$ cat config.mk
export PLATFORM = sky130hd
export DESIGN_NAME = rr_mux_8_1_flat
export DESIGN_NICKNAME = d
export VERILOG_FILES = /design/src/rtl/mux_pkg.sv /design/src/rtl/rr_mux_8_1_if.sv /design/src/rtl/rr_arbiter_8.sv /design/src/rtl/rr_mux_8_1.sv /design/src/flat_wrapper.sv
export SDC_FILE = /design/constraint.sdc
export NUM_CORES = 1
export LEC_CHECK = 0
export BUFFER_PORTS_ARGS = -buffer_cell sky130_fd_sc_hd__buf_2
export CAP_MARGIN = 5
export CORE_ASPECT_RATIO = 0.5
export CORE_MARGIN = 4
export CORE_UTILIZATION = 50
export DETAILED_ROUTE_END_ITERATION = 10
export GPL_TIMING_DRIVEN = 0
export PLACE_DENSITY_LB_ADDON = 0.08
export SLEW_MARGIN = 20
export SYNTH_ARGS = -nofsm -noshare
export SYNTH_HDL_FRONTEND = slang
export SYNTH_SLANG_ARGS = --single-unit
$ cat constraint.sdc
create_clock -name clk -period 10.8 [get_ports clk]
set_clock_uncertainty 0.2 [all_clocks]
set_input_delay 2.16 -clock clk [delete_from_list [all_inputs] [get_ports clk]]
set_output_delay 2.16 -clock clk [all_outputs]
set_load 0.03 [all_outputs]
$ cat src/rtl/mux_pkg.sv
// Shared constants and types for the 8-channel mux/demux family.
package mux_pkg;

   localparam int unsigned N_CH  = 8;
   localparam int unsigned SEL_W = 3;

   typedef logic [SEL_W-1:0] sel_t;

endpackage

$ cat src/rtl/rr_mux_8_1_if.sv
// Bundle of the 8 producer channels and the single registered output stream.
interface rr_mux_8_1_if
   import mux_pkg::*;
#(
   parameter int unsigned DW = 8
);

   logic [N_CH-1:0]    in_valid;
   logic [N_CH*DW-1:0] in_data;
   logic [N_CH-1:0]    in_ready;
   logic               out_valid;
   logic [DW-1:0]      out_data;
   sel_t               out_sel;
   logic               out_ready;

   // master: the mux itself; slave: producers plus consumer around it
   modport master (
      input  in_valid,
      input  in_data,
      output in_ready,
      output out_valid,
      output out_data,
      output out_sel,
      input  out_ready
   );

   modport slave (
      output in_valid,
      output in_data,
      input  in_ready,
      input  out_valid,
      input  out_data,
      input  out_sel,
      output out_ready
   );

endinterface

$ cat src/rtl/rr_arbiter_8.sv
// Combinational round-robin arbiter: rotate requests by ptr, pick lowest, rotate back.
module rr_arbiter_8
   import mux_pkg::*;
(
   input  logic [N_CH-1:0] req,
   input  sel_t            ptr,
   output sel_t            grant_idx,
   output logic            any_req
);

   logic [N_CH-1:0] rot;
   sel_t            enc;

   always_comb begin
      rot = '0;
      for (int i = 0; i < N_CH; i++) begin
         rot[i] = req[sel_t'(i) + ptr];
      end
   end

   // Descending scan so the lowest set bit wins.
   always_comb begin
      enc = '0;
      for (int i = N_CH - 1; i >= 0; i--) begin
         if (rot[i]) begin
            enc = sel_t'(i);
         end
      end
   end

   assign grant_idx = enc + ptr;
   assign any_req   = |req;

endmodule

$ cat src/rtl/rr_mux_8_1.sv
// Round-robin 8:1 merge of valid/ready channels onto one registered stream tagged with its source.
module rr_mux_8_1
   import mux_pkg::*;
#(
   parameter int unsigned DW = 8
) (
   input logic           clk,
   input logic           rst,
   rr_mux_8_1_if.master  bus
);

   sel_t            ptr_q;
   logic            out_valid_q;
   logic [DW-1:0]   out_data_q;
   sel_t            out_sel_q;

   sel_t            grant_idx;
   logic            any_req;
   logic            ld;
   logic [N_CH-1:0] in_ready_d;
   logic [DW-1:0]   ch_data [N_CH];

   rr_arbiter_8 u_arb (
      .req       (bus.in_valid),
      .ptr       (ptr_q),
      .grant_idx (grant_idx),
      .any_req   (any_req)
   );

   // Output stage can take a word when empty or being drained this cycle.
   assign ld = !rst && (!out_valid_q || bus.out_ready);

   always_comb begin
      for (int i = 0; i < N_CH; i++) begin
         ch_data[i] = bus.in_data[i*DW +: DW];
      end
   end

   always_comb begin
      in_ready_d = '0;
      if (ld && any_req) begin
         in_ready_d[grant_idx] = 1'b1;
      end
   end

   always_ff @(posedge clk) begin
      if (rst) begin
         ptr_q       <= '0;
         out_valid_q <= 1'b0;
         out_data_q  <= '0;
         out_sel_q   <= '0;
      end else if (ld) begin
         if (any_req) begin
            out_valid_q <= 1'b1;
            out_data_q  <= ch_data[grant_idx];
            out_sel_q   <= grant_idx;
            ptr_q       <= grant_idx + sel_t'(1);
         end else begin
            out_valid_q <= 1'b0;
         end
      end
   end

   assign bus.in_ready  = in_ready_d;
   assign bus.out_valid = out_valid_q;
   assign bus.out_data  = out_data_q;
   assign bus.out_sel   = out_sel_q;

endmodule

$ cat src/flat_wrapper.sv
// flat-port wrapper written by rule: the top's interface ports become plain ports
module rr_mux_8_1_flat import mux_pkg::*;
#(
   parameter int unsigned DW = 8
)
  (clk, rst, bus_in_valid, bus_in_data, bus_in_ready, bus_out_valid, bus_out_data, bus_out_sel, bus_out_ready);
  rr_mux_8_1_if #(.DW(DW)) bus_i ();
  input logic clk;
  input logic rst;
  input wire logic [$bits(bus_i.in_valid)-1:0] bus_in_valid;
  input wire logic [$bits(bus_i.in_data)-1:0] bus_in_data;
  output wire logic [$bits(bus_i.in_ready)-1:0] bus_in_ready;
  output wire logic [$bits(bus_i.out_valid)-1:0] bus_out_valid;
  output wire logic [$bits(bus_i.out_data)-1:0] bus_out_data;
  output wire logic [$bits(bus_i.out_sel)-1:0] bus_out_sel;
  input wire logic [$bits(bus_i.out_ready)-1:0] bus_out_ready;
  assign bus_i.in_valid = bus_in_valid;
  assign bus_i.in_data = bus_in_data;
  assign bus_in_ready = bus_i.in_ready;
  assign bus_out_valid = bus_i.out_valid;
  assign bus_out_data = bus_i.out_data;
  assign bus_out_sel = bus_i.out_sel;
  assign bus_i.out_ready = bus_out_ready;
  rr_mux_8_1 #(.DW(DW)) u_core (.clk(clk), .rst(rst), .bus(bus_i));
endmodule
### Yosys cells after proc, flatten, opt, wreduce, memory -nomap -nowiden

Index checks and enable logic that the tools add are counted.

* multiplexer cells: 31
* bitwise operators: 1
* add/subtract/negate cells: 9
* reductions and logical operators: 8
* magnitude comparators: 11

Operators with widths (count)
* less-than comparator 3 x 4 -> 1 bit (second input constant): 9
* binary-select mux 1 bit (select 3 bit): 8
* binary-select mux 8 bit (select 3 bit): 1
* 2-to-1 mux 3 bit: 8
* 2-to-1 mux 8 bit: 3
* adder 3 bit (first input constant): 4
* 2-to-1 mux 1 bit: 10
* OR reduction 8 bit: 1
* adder 2 x 3 -> 3 bit (first input constant): 2
* greater-or-equal comparator 4 bit (second input constant): 1
* inverter 3 -> 4 bit: 1
* adder 1 x 3 -> 3 bit (first input constant): 1
* adder 3 x 1 -> 3 bit (second input constant): 1
* adder 3 bit: 1
* demux 1 bit (select 3 bit): 1
* greater-or-equal comparator 3 x 1 -> 1 bit (second input constant): 1
* logical AND 1 bit: 3
* zero test 1 bit: 2
* AND reduction 2 bit: 1
* logical OR 1 bit: 1

* logic and storage cells: 64
* output and inout bits: 20
* input bits: 75
* bits in registers: 15

### Depth between registers and ports, before layout

Gate-level depths: netlist of the first run.

* word-level depth: 17
* depth in mapped cells: 18
* gate-level depth less buffers: 16

### By module

From an unflattened synthesis of the first run, not the netlist that was laid out.

* cell total of the unflattened synthesis: 170
* area total of the unflattened synthesis: 1759.2 um2

By module, submodules not included
* rr_mux_8_1: area each 1136.1 um2, instances 1, seq. area each 300.3 um2, cells each 104
* rr_arbiter_8: area each 623.1 um2, instances 1, seq. area each 0.0 um2, cells each 66

### Worst setup path before layout of the first run

OpenSTA, ideal clock, no wires.

* path kind: input-to-output
* start point: in bus_in_valid[5]
* end point: out bus_in_ready[7]
* buffers on the path: 0
* data required time: 8.440 ns
* slack: 2.871 ns
* arrival: 5.569 ns
* stages: 15
* path through: mux4_2 -> nor2_1 -> or3_1 -> a31o_2 -> o21ai_0 -> a221oi_1 -> ha_1 -> inv_1 -> fa_1 -> inv_1 -> nor2_1 -> a221o_1 -> and4bb_4 -> nand2_1 -> nor3_1

* cells in the longest elaborated chain, start to end: 16
* elaborated cells between the ends (all ways): 33
* those cells by class: add/sub (1); order compare (2); mux (27); reduce/logical (3)

RTL lines
* start: declaration: line flat_wrapper.sv:10 `input wire logic [$bits(bus_i.in_valid)-1:0] bus_in_valid;`
* binary-select mux 1 bit (select 3 bit): line rr_arbiter_8.sv:17 `rot[i] = req[sel_t'(i) + ptr];`
* 2-to-1 mux 1 bit (not written as such): line rr_arbiter_8.sv:17
* 2-to-1 mux 3 bit (8 in series): line rr_arbiter_8.sv:25 `if (rot[i]) begin`
* adder 3 bit: line rr_arbiter_8.sv:31 `assign grant_idx = enc + ptr;`
* less-than comparator 3 x 4 -> 1 bit (not written as such) / greater-or-equal comparator 3 x 1 -> 1 bit (equally long branches): line rr_mux_8_1.sv:42 `in_ready_d[grant_idx] = 1'b1;`
* logical AND 1 bit (not written as such): line rr_mux_8_1.sv:42
* 2-to-1 mux 1 bit (not written as such): line rr_mux_8_1.sv:42
* demux 1 bit (select 3 bit)
* 2-to-1 mux 8 bit *: line rr_mux_8_1.sv:41 `if (ld && any_req) begin`
* end: declaration: line flat_wrapper.sv:12 `output wire logic [$bits(bus_i.in_ready)-1:0] bus_in_ready;`

Mark *: on every way between the ends. The rest lies on a longest branch, timed or not. The select of a mux whose other input is x is not followed.

### Final worst setup path of the first run

* start point: in bus_in_valid[5]
* end point: out bus_in_ready[3]

Same word-level chain as after synthesis.

==> summary.md, run 1 <==
| Metric | Value |
|---|---|
| Synthesized area | 1850 um2 |
| Width of the die | 94.0 um |
| Average cell area after synthesis | 9.73 um2 |
| Gate count of the mapped netlist | 190 |
| Top_reg_cell synth | dfxtp_1 |
| Chip height | 51.0 um |
| Critical path's largest stage delay | 0.54 ns |
| Post-synth EDFFs | 0 |
| Routed via count | 1,969 |
| Remaining antenna violation count | 0 |
| Largest net degree at the start of global routing | 11 |
| Post-CTS setup buffers | 0 |
| Number of buffers on the longest clock path | 2 |
| Starting density of the core | 0.530 |
| Hold-fix buffers at CTS | 0 |
| Max-cap check violation count | 0 |
| Share of the synthesized area in the top cell type | 0.268 |
| CTS Buf Count | 3 |
| Static power due to leakage | 0.00108 uW |
| Wirelength per Cell | 16.0 um |
| Core box area | 3490 um2 |
| DRC violations left | 0 |
| Number of global-route vias before repair | 1,940 |
| Shortest clock period the worst path allows after layout | 8.26 ns |
| Share of cells above drive strength 1 | 0.493 |
| Cell count after placement | 335 |
| Tot GR Track Use | 0.232 |
| Number of sinks driven by the clock tree | 15 |
| Placement-stage worst setup slack | 2.57 ns |
| Largest fanout on the critical path | 10 |
| Congestion Overflow GR | 0 |
| Period utilisation layout | 0.765 |
| Total of warnings raised by yosys | 0 |
| H-tree levels | 1 |
| Portion of the post-synthesis area used by sequential elements | 0.162 |
| Cell type of the slowest stage on the worst timing path | or4b_1 |
| Count of input and output buffers | 94 |
| Die outline area | 4790 um2 |
| Most common cell type on the critical path | buf_2 |
| Worst vdd rail ir drop | 0.000175 V |
| Critical Path End Type | primary output |
| Kind of critical path | in -> out |
| Area overhead of the layout relative to synthesis | 31.4% |
| Total iterations of the first detailed-routing run | 4 |
| Fill count | 284 |
| Cell types occupying the most area after synthesis | mux4_2 27%, dfxtp_1 16%, o211ai_2 4.7%, nand3b_1 4.5%, nand2_1 4.1% |
| Seq cells post-synth | 15 |
| Sort of element at the start of the critical path | input port |
| Depth of the most critical reg-to-reg path | 14 |
| Final standard cell count with taps included and fillers excluded | 339 |
| Distinct cell type count after synthesis | 48 |
| Maximum clock frequency | 121 MHz |
| Worst Path Arrival | 5.90 ns |
| Pwr per Cell Area | 338 nW/um2 |
| Final hold vios | 0 |
| Critical path required time | 8.44 ns |
| DRC marker count from the first detailed-route iteration | 75 |
| Number of cells traversed by the worst hold path | 2 |
| Number of pins with negative max-slew slack in the final report | 0 |
| Antenna violations before repair | 0 |
| Final Instance Area | 2430 um2 |
| Synthesized net count | 270 |
| Unrepaired setup endpoints after global routing | false |
| Final-layout setup total negative slack | 0 ns |
| Count of pins on the block boundary | 95 |
| Share of async-settable or async-resettable flops after synthesis | 0 |
| Final WS setup | 2.54 ns |
| Later-pin clock latency in the skew report | 0.25 ns |
| First-pass GRT wire length | 8.78 mm |
| Cell type with the largest total area after synthesis | mux4_2 |
| Detailed Route WL | 5.43 mm |
| Number of setup violations in the final report | 0 |
| Least-Margin Pin Slew | 0.841 ns |
| Clock tree from TritonCTS | built |
| Std cell rows | 15 |
| Worst min-delay path class | reg -> reg |
| Routability cong. | 0.802 |
| Count of nets after finishing | 369 |
| Slew headroom | 0.435 |
| CTS clock-pin slew for the worst setup and hold paths | 0.06 ns |
| Outcome | completed |
| Placed wire-length estimate | 4.47 mm |
| Post-CTS Resized | 0 |
| Clk root buf | clkbuf_8 |
| Cell-by-cell trace of the critical path | buf_2 -> mux4_2 -> nor2_1 -> or3_1 -> a31o_2 -> o21ai_0 -> a221oi_1 -> ha_1 -> inv_1 -> fa_1 -> or4b_1 -> and4bb_4 -> and2_4 -> buf_6 -> nor3_2 -> buf_2 |
| Vias per std cell | 5.81 |
| Number of antenna repair diodes | 0 |
| Cell Area, Placed | 2380 um2 |
[cell usage after synthesis, types with 2 or more instances]
| library cell | number |
|---|---|
| nand3_1 | 3 |
| buf_6 | 3 |
| nor2_1 | 18 |
| nand4_1 | 8 |
| dfxtp_1 | 15 |
| nor3_1 | 4 |
| buf_2 | 3 |
| clkbuf_1 | 6 |
| or3_1 | 4 |
| a21oi_1 | 8 |
| nand2b_1 | 2 |
| nor4b_1 | 2 |
| inv_1 | 6 |
| mux4_2 | 22 |
| nand3b_1 | 11 |
| nand2_1 | 20 |
| buf_1 | 3 |
| ha_1 | 4 |
| mux4_1 | 2 |
| o211ai_1 | 2 |
| o21ai_0 | 2 |
| mux2i_1 | 2 |
| o211ai_2 | 7 |
| and3_1 | 2 |
| nor2b_1 | 6 |
| or4_1 | 2 |
| xor2_1 | 2 |
[layout by cell type (no fill, tap or decap), types with 2 or more instances in the layout]
cell / count
nand2_1: 20
o211ai_2: 7
ha_1: 4
clkbuf_8: 3
buf_6: 3
nor2b_1: 6
buf_1: 3
a21oi_1: 8
nand4_1: 8
nand3b_1: 11
nor2_1: 18
and3_1: 2
mux4_2: 22
mux4_1: 2
nand3_1: 3
mux2i_1: 2
inv_1: 6
xor2_1: 2
o21ai_0: 2
or4_1: 2
dfxtp_1: 15
or3_1: 4
nand2b_1: 2
nor3_1: 4
clkbuf_1: 6
o211ai_1: 2
nor4b_1: 2
buf_2: 97
[routing by layer]
| layer | track usage | up-vias | part of all wire |
|---|---|---|---|
| li1 | - | 939 | - |
| met1 | 0.270 | 945 | 0.39 |
| met2 | 0.450 | 81 | 0.53 |
| met3 | 0.0456 | 4 | 0.076 |
| met4 | 0.0360 | 0 | 0.0055 |
| met5 | 0 | - | 0 |
[report_power, final]
group	switching (uW)	leakage, uW	internal (uW)	total, uW
clock network	21.2	0.0000255	25.6	46.7
logic	365	0.000934	323	688
registers	11.3	0.000124	76.3	87.6
[area by class of cell]
type / instances / area (um2) / area share
clock inverters: 1 / 5.00 / 0.00206
repair buffers: 94 / 470 / 0.194
well taps: 51 / 63.8 / 0.0263
multi-input cells: 154 / 1440 / 0.594
inverters: 6 / 22.5 / 0.00927
clock buffers: 3 / 41.3 / 0.0170
flip-flops and latches: 15 / 300 / 0.124
plain buffers: 15 / 82.6 / 0.0340
[state kept, by name (all words and copies together), names as in the netlist]
| name | count |
|---|---|
| u_core.bus.out_valid | 1 |
| u_core.ptr_q | 3 |
| u_core.bus.out_data | 8 |
| u_core.bus.out_sel | 3 |
[stage by stage]
stage               power [uW]   util  hold slack (ns)
floorplan                  640      -            0.382
global placement           760  0.683            0.245
detailed placement         774  0.683            0.250
CTS                        822  0.696            0.263
global route               886  0.696            0.297
finish                     822  0.696            0.267
[critical path, delay by kind of cell]
kind                     cells  cell delay (ns)
multiplexers                 1             0.50
AND/OR/NAND/NOR              6             1.46
AO/OA/AOI/OAI                3             0.59
buffers and inverters        4             0.54
adder cells (fa/ha/maj)      2             0.66
[worst paths after layout]
check	start	end	slack (ns)
setup / recovery	bus_in_valid[5]	bus_in_ready[3]	2.54
hold / removal	u_core.bus.out_sel[2]$_SDFFE_PP0P_	u_core.bus.out_sel[2]$_SDFFE_PP0P_	0.27
setup reg to reg	u_core.ptr_q[1]$_SDFFE_PP0P_	u_core.bus.out_data[5]$_SDFFE_PP0P_	5.91
hold reg to reg	u_core.bus.out_sel[2]$_SDFFE_PP0P_	u_core.bus.out_sel[2]$_SDFFE_PP0P_	0.27
[kinds of logic (layout without fill, tap and decap cells)]
group / after synthesis / count (layout) / share of synthesized area
buffers and inverters: 21 / 119 / 0.0568
XOR/XNOR: 3 / 3 / 0.0142
adder cells (fa/ha/maj): 5 / 5 / 0.0379
AND/OR/NAND/NOR: 89 / 89 / 0.273
multiplexers: 28 / 28 / 0.325
flip-flops: 15 / 15 / 0.162
AO/OA/AOI/OAI: 29 / 29 / 0.130
(Power assumes the default switching activity.)
==> run 2, diff against run 1 <==
ABC_AREA = 1   (was unset)
CORE_UTILIZATION = 46   (was 50)
clock period = 7.8 ns   (was 10.8 ns; I/O delays follow)
==> run 2 against run 1 <==
- sequential share of layout area grew 0.14 points
- clock-buffer cell count is the same
- design area shrank 1.1%
- power grew 42%
- setup slack lost 0.84 ns
- worst hold slack lost 0.0013 ns
- via count grew 23%
- global-route usage shrank 0.73 points
- first-iteration DRC count grew 36%
- area after synthesis shrank 1.4%
- non-clock buffer count grew 3
==> summary.md, run 2 <==
| Metric | Value |
|---|---|
| Largest fanout on the critical path | 10 (unchanged) |
| Routability cong. | 0.856 (+6.7%) |
| Total of warnings raised by yosys | 0 (unchanged) |
| Remaining antenna violation count | 0 (unchanged) |
| Clk root buf | clkbuf_8 |
| Depth of the most critical reg-to-reg path | 22 (+8) |
| Maximum clock frequency | 164 MHz |
| Average cell area after synthesis | 5.84 um2 (-40%) |
| Antenna violations before repair | 0 (unchanged) |
| Startpoint of the lowest-slack register-to-register path | u_core.ptr_q[1]$_SDFFE_PP0P_ |
| List of most frequent post-synthesis cells | 55 x nand2_1, 48 x nor2_1, 41 x nand3_1 |
| Share of cells above drive strength 1 | 0.339 (-0.154) |
| Hold-fix buffers at CTS | 0 (unchanged) |
| Combinational fraction of design power | 0.845 (+0.008) |
| Count of pins on the block boundary | 95 (unchanged) |
| Kind of critical path | in -> out |
| Post-CTS setup buffers | 0 (unchanged) |
| Switching part of the total power | 0.574 (+0.0910) |
| Top_reg_cell synth | dfxtp_1 |
| Wirelength per Cell | 12.8 um (-20%) |
| Largest net degree at the start of global routing | 11 (unchanged) |
| H-tree levels | 1 (unchanged) |
| Worst setup path endpoint | bus_in_ready[6] |
| Worst Path Arrival | 4.34 ns (-1.56 ns) |
| Number of cells traversed by the worst hold path | 2 (unchanged) |
| Chip height | 52.5 um (+3.0%) |
| Count of input and output buffers | 94 (unchanged) |
| Slew headroom | 0.667 (+0.233) |
| Number of buffers on the longest clock path | 2 (unchanged) |
| Cell type with the largest total area after synthesis | dfxtp_1 |
| Synthesized net count | 392 (+45%) |
| CTS clock-pin slew for the worst setup and hold paths | 0.06 ns (about the same) |
| Detailed Route WL | 5.88 mm (+8.4%) |
| Clock tree from TritonCTS | built |
| Switch Pwr | 672 uW (+69%) |
| Number of antenna repair diodes | 0 (unchanged) |
| Later-pin clock latency in the skew report | 0.25 ns (about the same) |
| DRC violations left | 0 (unchanged) |
| Shortest clock period the worst path allows after layout | 6.10 ns |
| Worst min-delay path class | reg -> reg |
| Width of the die | 97.0 um (+3.2%) |
| Congestion Overflow GR | 0 (unchanged) |
| Area overhead of the layout relative to synthesis | 31.8% |
| Tot GR Track Use | 0.225 (-0.00727) |
| R2r setup slk | 3.52 ns (-2.39 ns) |
| Portion of the post-synthesis area used by sequential elements | 0.165 (+0.00234) |
| Number of sinks driven by the clock tree | 15 (unchanged) |
| Routed via count | 2,426 (+23%) |
| Most frequent cells in the layout | 98 x buf_2, 55 x nand2_1, 48 x nor2_1 |
| Number of setup violations in the final report | 0 (unchanged) |
| R2R Path End | u_core.ptr_q[2]$_SDFFE_PP0P_ |
| Distinct cell type count after synthesis | 30 (-38%) |
| Starting density of the core | 0.503 (-0.0265) |
| Post-CTS Resized | 0 (unchanged) |
| Sort of element at the start of the critical path | input port |
| Std cell rows | 15 (unchanged) |
| Post-synth EDFFs | 0 (unchanged) |
| CTS Buf Count | 3 (unchanged) |
| Most common cell after layout, fill and taps aside | buf_2 |
| Total iterations of the first detailed-routing run | 4 (unchanged) |
| Number of pins with negative max-slew slack in the final report | 0 (unchanged) |
| Cell types occupying the most area after synthesis | dfxtp_1 16%, nand2_1 11%, nand3_1 11%, o21ai_0 10%, nor2_1 9.9% |
| Core box area | 3620 um2 (+3.8%) |
| Count of nets after finishing | 491 (+33%) |
| Power share of the sequential group | 0.100 (-0.007) |
| Seq cells post-synth | 15 (unchanged) |
| Utilization after layout | 0.664 (-0.0325) |
| Critical path required time | 6.04 ns (-2.40 ns) |
| Internal Power | 498 uW (+17%) |
| Outcome | completed |
| First-pass GRT wire length | 9.54 mm (+8.7%) |
| Final WS setup | 1.70 ns (-0.839 ns) |
| Worst vdd rail ir drop | 0.000286 V (+64%) |
| DRC marker count from the first detailed-route iteration | 102 (+36%) |
| Share of the synthesized area in the top cell type | 0.165 (-0.103) |
| Critical Path End Type | primary output |
| Period utilisation layout | 0.782 |
| Source of the critical timing path | bus_in_valid[4] |
| Number of global-route vias before repair | 2,345 (+21%) |
| Static power due to leakage | 0.00128 uW (+18%) |
| Gate count of the mapped netlist | 312 (+64%) |
| Count leader, synth | nand2_1 |
| Max-cap check violation count | 0 (unchanged) |
| Final hold vios | 0 (unchanged) |
| Pwr per Cell Area | 486 nW/um2 (+44%) |
| Unrepaired setup endpoints after global routing | false |
| Share of async-settable or async-resettable flops after synthesis | 0 (unchanged) |
| Final-layout setup total negative slack | 0 ns (unchanged) |
| Placed wire-length estimate | 4.81 mm (+7.6%) |
| Placement-stage worst setup slack | 1.71 ns (-0.853 ns) |
| Vias per std cell | 5.26 (-9.4%) |
| Synthesized area | 1820 um2 (-1.4%) |
| Number of flip-flops in the largest register | 8 (unchanged) |
| Die outline area | 5100 um2 (+6.3%) |
| Clk network pwr share | 0.055 (-0.002) |
| Least-Margin Pin Slew | 0.499 ns (-0.342 ns) |
==> run 2: cell types whose count changed in the layout (fill, tap and decap cells not counted), sizes merged, moves of 9 or more <==
cell	delta
inv	+18
o21ai	+35
nand2	+59
nor2	+33
nand3	+40
o211ai	-9
mux4	-24
o22ai	+16
==> run 2: cells by family (layout without fill, tap and decap cells) <==
logic type | Yosys count | in the layout | synth area share
simple gates | 184 | 184 | 0.475
compound gates | 61 | 61 | 0.183
buf+inv | 42 | 140 | 0.115
flops | 15 | 15 | 0.165
fa+ha+maj | 5 | 5 | 0.0384
xor+xnor | 5 | 5 | 0.0240
==> run 2: per-layer routing <==
layer | global-route usage | share of wire
met3 | 0.0438 | 0.082
met5 | 0 | 0
met1 | 0.260 | 0.41
met4 | 0.0746 | 0.0080
met2 | 0.426 | 0.50
==> run 2: per-stage QoR <==
stage,instances,cell area [um2],hold WS (ns),power [uW]
floorplan,312,1820,0.391,874
global placement,457,2360,0.250,1070
detailed placement,457,2360,0.257,1090
CTS,461,2400,0.265,1160
global route,461,2400,0.281,1290
finish,461,2400,0.265,1170
==> run 2: worst min-delay path by stage <==
stage,start,end,slack [ns]
finish,u_core.bus.out_sel[2]$_SDFFE_PP0P_,u_core.bus.out_sel[2]$_SDFFE_PP0P_,0.27
global route,u_core.bus.out_sel[2]$_SDFFE_PP0P_,u_core.bus.out_sel[2]$_SDFFE_PP0P_,0.28
CTS,u_core.bus.out_sel[2]$_SDFFE_PP0P_,u_core.bus.out_sel[2]$_SDFFE_PP0P_,0.26
detailed placement,u_core.bus.out_sel[2]$_SDFFE_PP0P_,u_core.bus.out_sel[2]$_SDFFE_PP0P_,0.26
global placement,u_core.bus.out_sel[2]$_SDFFE_PP0P_,u_core.bus.out_sel[2]$_SDFFE_PP0P_,0.25
floorplan,u_core.bus.out_sel[2]$_SDFFE_PP0P_,u_core.bus.out_sel[2]$_SDFFE_PP0P_,0.39
==> run 2: power by group through the flow <==
stage                     clock [uW]  combinational (uW)  sequential, uW
after floorplan                    0                 716             157
after global placement             0                 952             117
after detailed placement           0                 977             118
after CTS                       64.8                 980             117
after global routing            68.7                1100             120
final                           64.5                 988             116
==> run 2: cell type report <==
type	instances	area (um2)
tap	51	63.8
sequential	15	300
timing repair buffer	94	470
clock inverter	1	5.00
clock buffer	3	41.3
buffer	18	114
fill	352	1220
multi-input combinational	255	1310
inverter	24	95.1
==> run 2: critical path, cell delays in order <==
cell	delay, ns
buf_2	0.11
nand2_1	0.08
nand3_1	0.12
nand3_1	0.09
nand2_1	0.12
a31oi_1	0.08
o21ai_0	0.15
nand2_1	0.06
a21boi_0	0.16
ha_1	0.16
inv_1	0.05
fa_1	0.49
buf_1	0.22
inv_1	0.23
buf_2	0.28
nand2_1	0.10
nor2_1	0.09
buf_2	0.21
==> run 3, diff against run 2 <==
ABC_AREA = 0   (was 1)
CORE_UTILIZATION = 42   (was 46)
clock period = 5.6 ns   (was 7.8 ns; I/O delays follow)
==> run 3 against run 2 <==
- the run now ends with negative setup slack left
- clock power grew 35%
- worst hold slack got worse by 0.0012 ns
- global-route usage decreased by 1.5 points
- sequential share of layout area decreased by 1.6 points
==> summary.md, run 3 (synthesized netlist as in run 1, its figures left out) <==
| Metric | Value |
|---|---|
| Period utilisation layout | 1.03 |
| Routed via count | 2,025 (-17%) |
| Worst min-delay path class | reg -> reg |
| Detailed Route WL | 5.96 mm (+1.3%) |
| DRC marker count from the first detailed-route iteration | 51 (-50%) |
| R2R Path End | u_core.ptr_q[2]$_SDFFE_PP0P_ |
| CTS Buf Count | 3 (unchanged) |
| Worst Hold Margin | 0.264 ns (-0.00121 ns) |
| Final WS setup | -0.152 ns (-1.85 ns) |
| Congestion Overflow GR | 0 (unchanged) |
| Number of global-route vias before repair | 2,078 (-11%) |
| Placed wire-length estimate | 4.47 mm (-7.0%) |
| Placement-stage worst setup slack | -0.547 ns (-2.26 ns) |
| Width of the die | 102 um (+5.0%) |
| Routability cong. | 0.796 (-6.9%) |
| Clk root buf | clkbuf_8 |
| Final Instance Area | 2770 um2 (+15%) |
| Largest net degree at the start of global routing | 12 (+1) |
| Slew headroom | 0.414 (-0.253) |
| Met1 Usage GRT | 0.239 (-0.0209) |
| DRC violations left | 0 (unchanged) |
| Number of antenna repair diodes | 0 (unchanged) |
| Unrepaired setup endpoints after global routing | true |
| Count of pins on the block boundary | 95 (unchanged) |
| Tot GR Track Use | 0.210 (-0.0146) |
| Number of setup violations in the final report | 8 (+8) |
| Failing checks | negative setup slack |
| Cell count after placement | 338 (-26%) |
| Final-layout setup total negative slack | -0.909 ns (-0.909 ns) |
| Most common cell after layout, fill and taps aside | buf_2 |
| Die outline area | 5590 um2 (+9.8%) |
| Max-cap check violation count | 0 (unchanged) |
| Chip height | 54.9 um (+4.6%) |
| Std cell rows | 16 (+1) |
| Worst vdd rail ir drop | 0.000367 V (+28%) |
| Core box area | 4060 um2 (+12%) |
| Pwr per Cell Area | 671 nW/um2 (+38%) |
| Final hold vios | 0 (unchanged) |
| Kind of critical path | in -> out |
| Cell-by-cell trace of the critical path | buf_2 -> or3_1 -> a21oi_2 -> or3_4 -> a31o_4 -> o21ai_2 -> a221oi_2 -> ha_2 -> inv_2 -> fa_2 -> or4b_1 -> and4bb_4 -> and2_4 -> buf_12 -> nor3_4 -> buf_6 |
| GRT Max-Usage Layer | met2 |
| H-tree levels | 1 (unchanged) |
| Vias per std cell | 5.74 (+9.0%) |
| Worst setup path endpoint | bus_in_ready[3] |
| Met3 Use GR | 0.0463 (+0.00248) |
| Critical path required time | 4.28 ns (-1.76 ns) |
| Share of cells above drive strength 1 | 0.599 (+0.260) |
| Hold-fix buffers at CTS | 0 (unchanged) |
| Count of input and output buffers | 94 (unchanged) |
| Worst Path Arrival | 4.43 ns (+0.09 ns) |
| Cell Area, Placed | 2400 um2 (+2.0%) |
| Most frequent cells in the layout | 85 x buf_2, 22 x mux4_2, 19 x nand2_1 |
| First-pass GRT wire length | 9.14 mm (-4.3%) |
| Maximum clock frequency | 174 MHz |
| Shortest clock period the worst path allows after layout | 5.75 ns |
| Outcome | finished with violations |
| Total iterations of the first detailed-routing run | 4 (unchanged) |
| Number of flip-flops in the largest register | 8 (unchanged) |
| Fill count | 322 (-8.5%) |
| Area overhead of the layout relative to synthesis | 49.7% |
| Remaining antenna violation count | 0 (unchanged) |
| Final standard cell count with taps included and fillers excluded | 353 (-23%) |
| Number of sinks driven by the clock tree | 15 (unchanged) |
| Startpoint of the lowest-slack register-to-register path | u_core.ptr_q[1]$_SDFFE_PP0P_ |
| Later-pin clock latency in the skew report | 0.25 ns (about the same) |
| Met2 track demand over resource | 0.419 (-0.00697) |
| Source of the critical timing path | bus_in_valid[3] |
| Static power due to leakage | 0.00118 uW (-7.6%) |
| Critical Path End Type | primary output |
| Number of pins with negative max-slew slack in the final report | 0 (unchanged) |
| Largest fanout on the critical path | 6 (-4) |
| Depth of the most critical reg-to-reg path | 20 (-9.1%) |
| Clock tree from TritonCTS | built |
| Count of nets after finishing | 380 (-23%) |
| Wirelength per Cell | 16.9 um (+32%) |
| Antenna violations before repair | 0 (unchanged) |
| Critical path's largest stage delay | 0.53 ns (+0.04 ns) |
| Cell type of the slowest stage on the worst timing path | or4b_1 |
| CTS clock-pin slew for the worst setup and hold paths | 0.06 ns (about the same) |
| Sort of element at the start of the critical path | input port |
| Starting density of the core | 0.455 (-0.0482) |
| R2r setup slk | 1.14 ns (-2.38 ns) |
| Number of buffers on the longest clock path | 2 (unchanged) |
| Least-Margin Pin Slew | 0.872 ns (+0.373 ns) |
## run 3: how the worst min path moves through the flow
stage | startpoint | end | slack, ns | cells after the start
CTS | u_core.bus.out_sel[0]$_SDFFE_PP0P_ | u_core.bus.out_sel[0]$_SDFFE_PP0P_ | 0.27 | 2
global route | u_core.bus.out_sel[2]$_SDFFE_PP0P_ | u_core.bus.out_sel[2]$_SDFFE_PP0P_ | 0.30 | 2
floorplan | u_core.bus.out_sel[2]$_SDFFE_PP0P_ | u_core.bus.out_sel[2]$_SDFFE_PP0P_ | 0.38 | 2
detailed placement | u_core.bus.out_sel[2]$_SDFFE_PP0P_ | u_core.bus.out_sel[2]$_SDFFE_PP0P_ | 0.26 | 2
global placement | u_core.bus.out_sel[0]$_SDFFE_PP0P_ | u_core.bus.out_sel[0]$_SDFFE_PP0P_ | 0.25 | 2
finish | u_core.bus.out_sel[2]$_SDFFE_PP0P_ | u_core.bus.out_sel[2]$_SDFFE_PP0P_ | 0.26 | 2
## run 3: stage by stage
step	util	power (uW)
floorplan	-	1250
global route	0.681	1990
global placement	0.591	1490
CTS	0.657	1770
detailed placement	0.591	1510
finish	0.681	1860
## run 3: timing repair
item,4_1_cts,5_1_grt
setup endpoints to repair,8,8
pin swaps,12,10
gates resized for setup,39,20
setup buffers,13,0
## run 3: layer usage
metal	wire [um]	part of all wire
met4	65	0.011
met2	3210	0.54
met1	2320	0.39
met5	0	0
met3	369	0.062
## run 3: cell type report
type,instances,area [um2],area share
Multi-Input combinational cell,154,1600,0.577
Timing Repair Buffer,107,647,0.234
Sequential cell,15,300,0.108
Buffer,13,87.6,0.0316
Tap cell,54,67.6,0.0244
Clock buffer,4,45.0,0.0163
Inverter,6,22.5,0.00814
## run 3: where the power goes
part	internal, uW	switching (uW)
Combinational	786	813
Sequential	147	23.8
Clock	50.4	36.5
Total	984	873
## run 3: critical path: cells and delay by family
family                   cells  cell delay, ns
AO/OA/AOI/OAI                4            0.70
adder cells (fa/ha/maj)      2            0.59
buffers and inverters        4            0.44
AND/OR/NAND/NOR              6            1.57
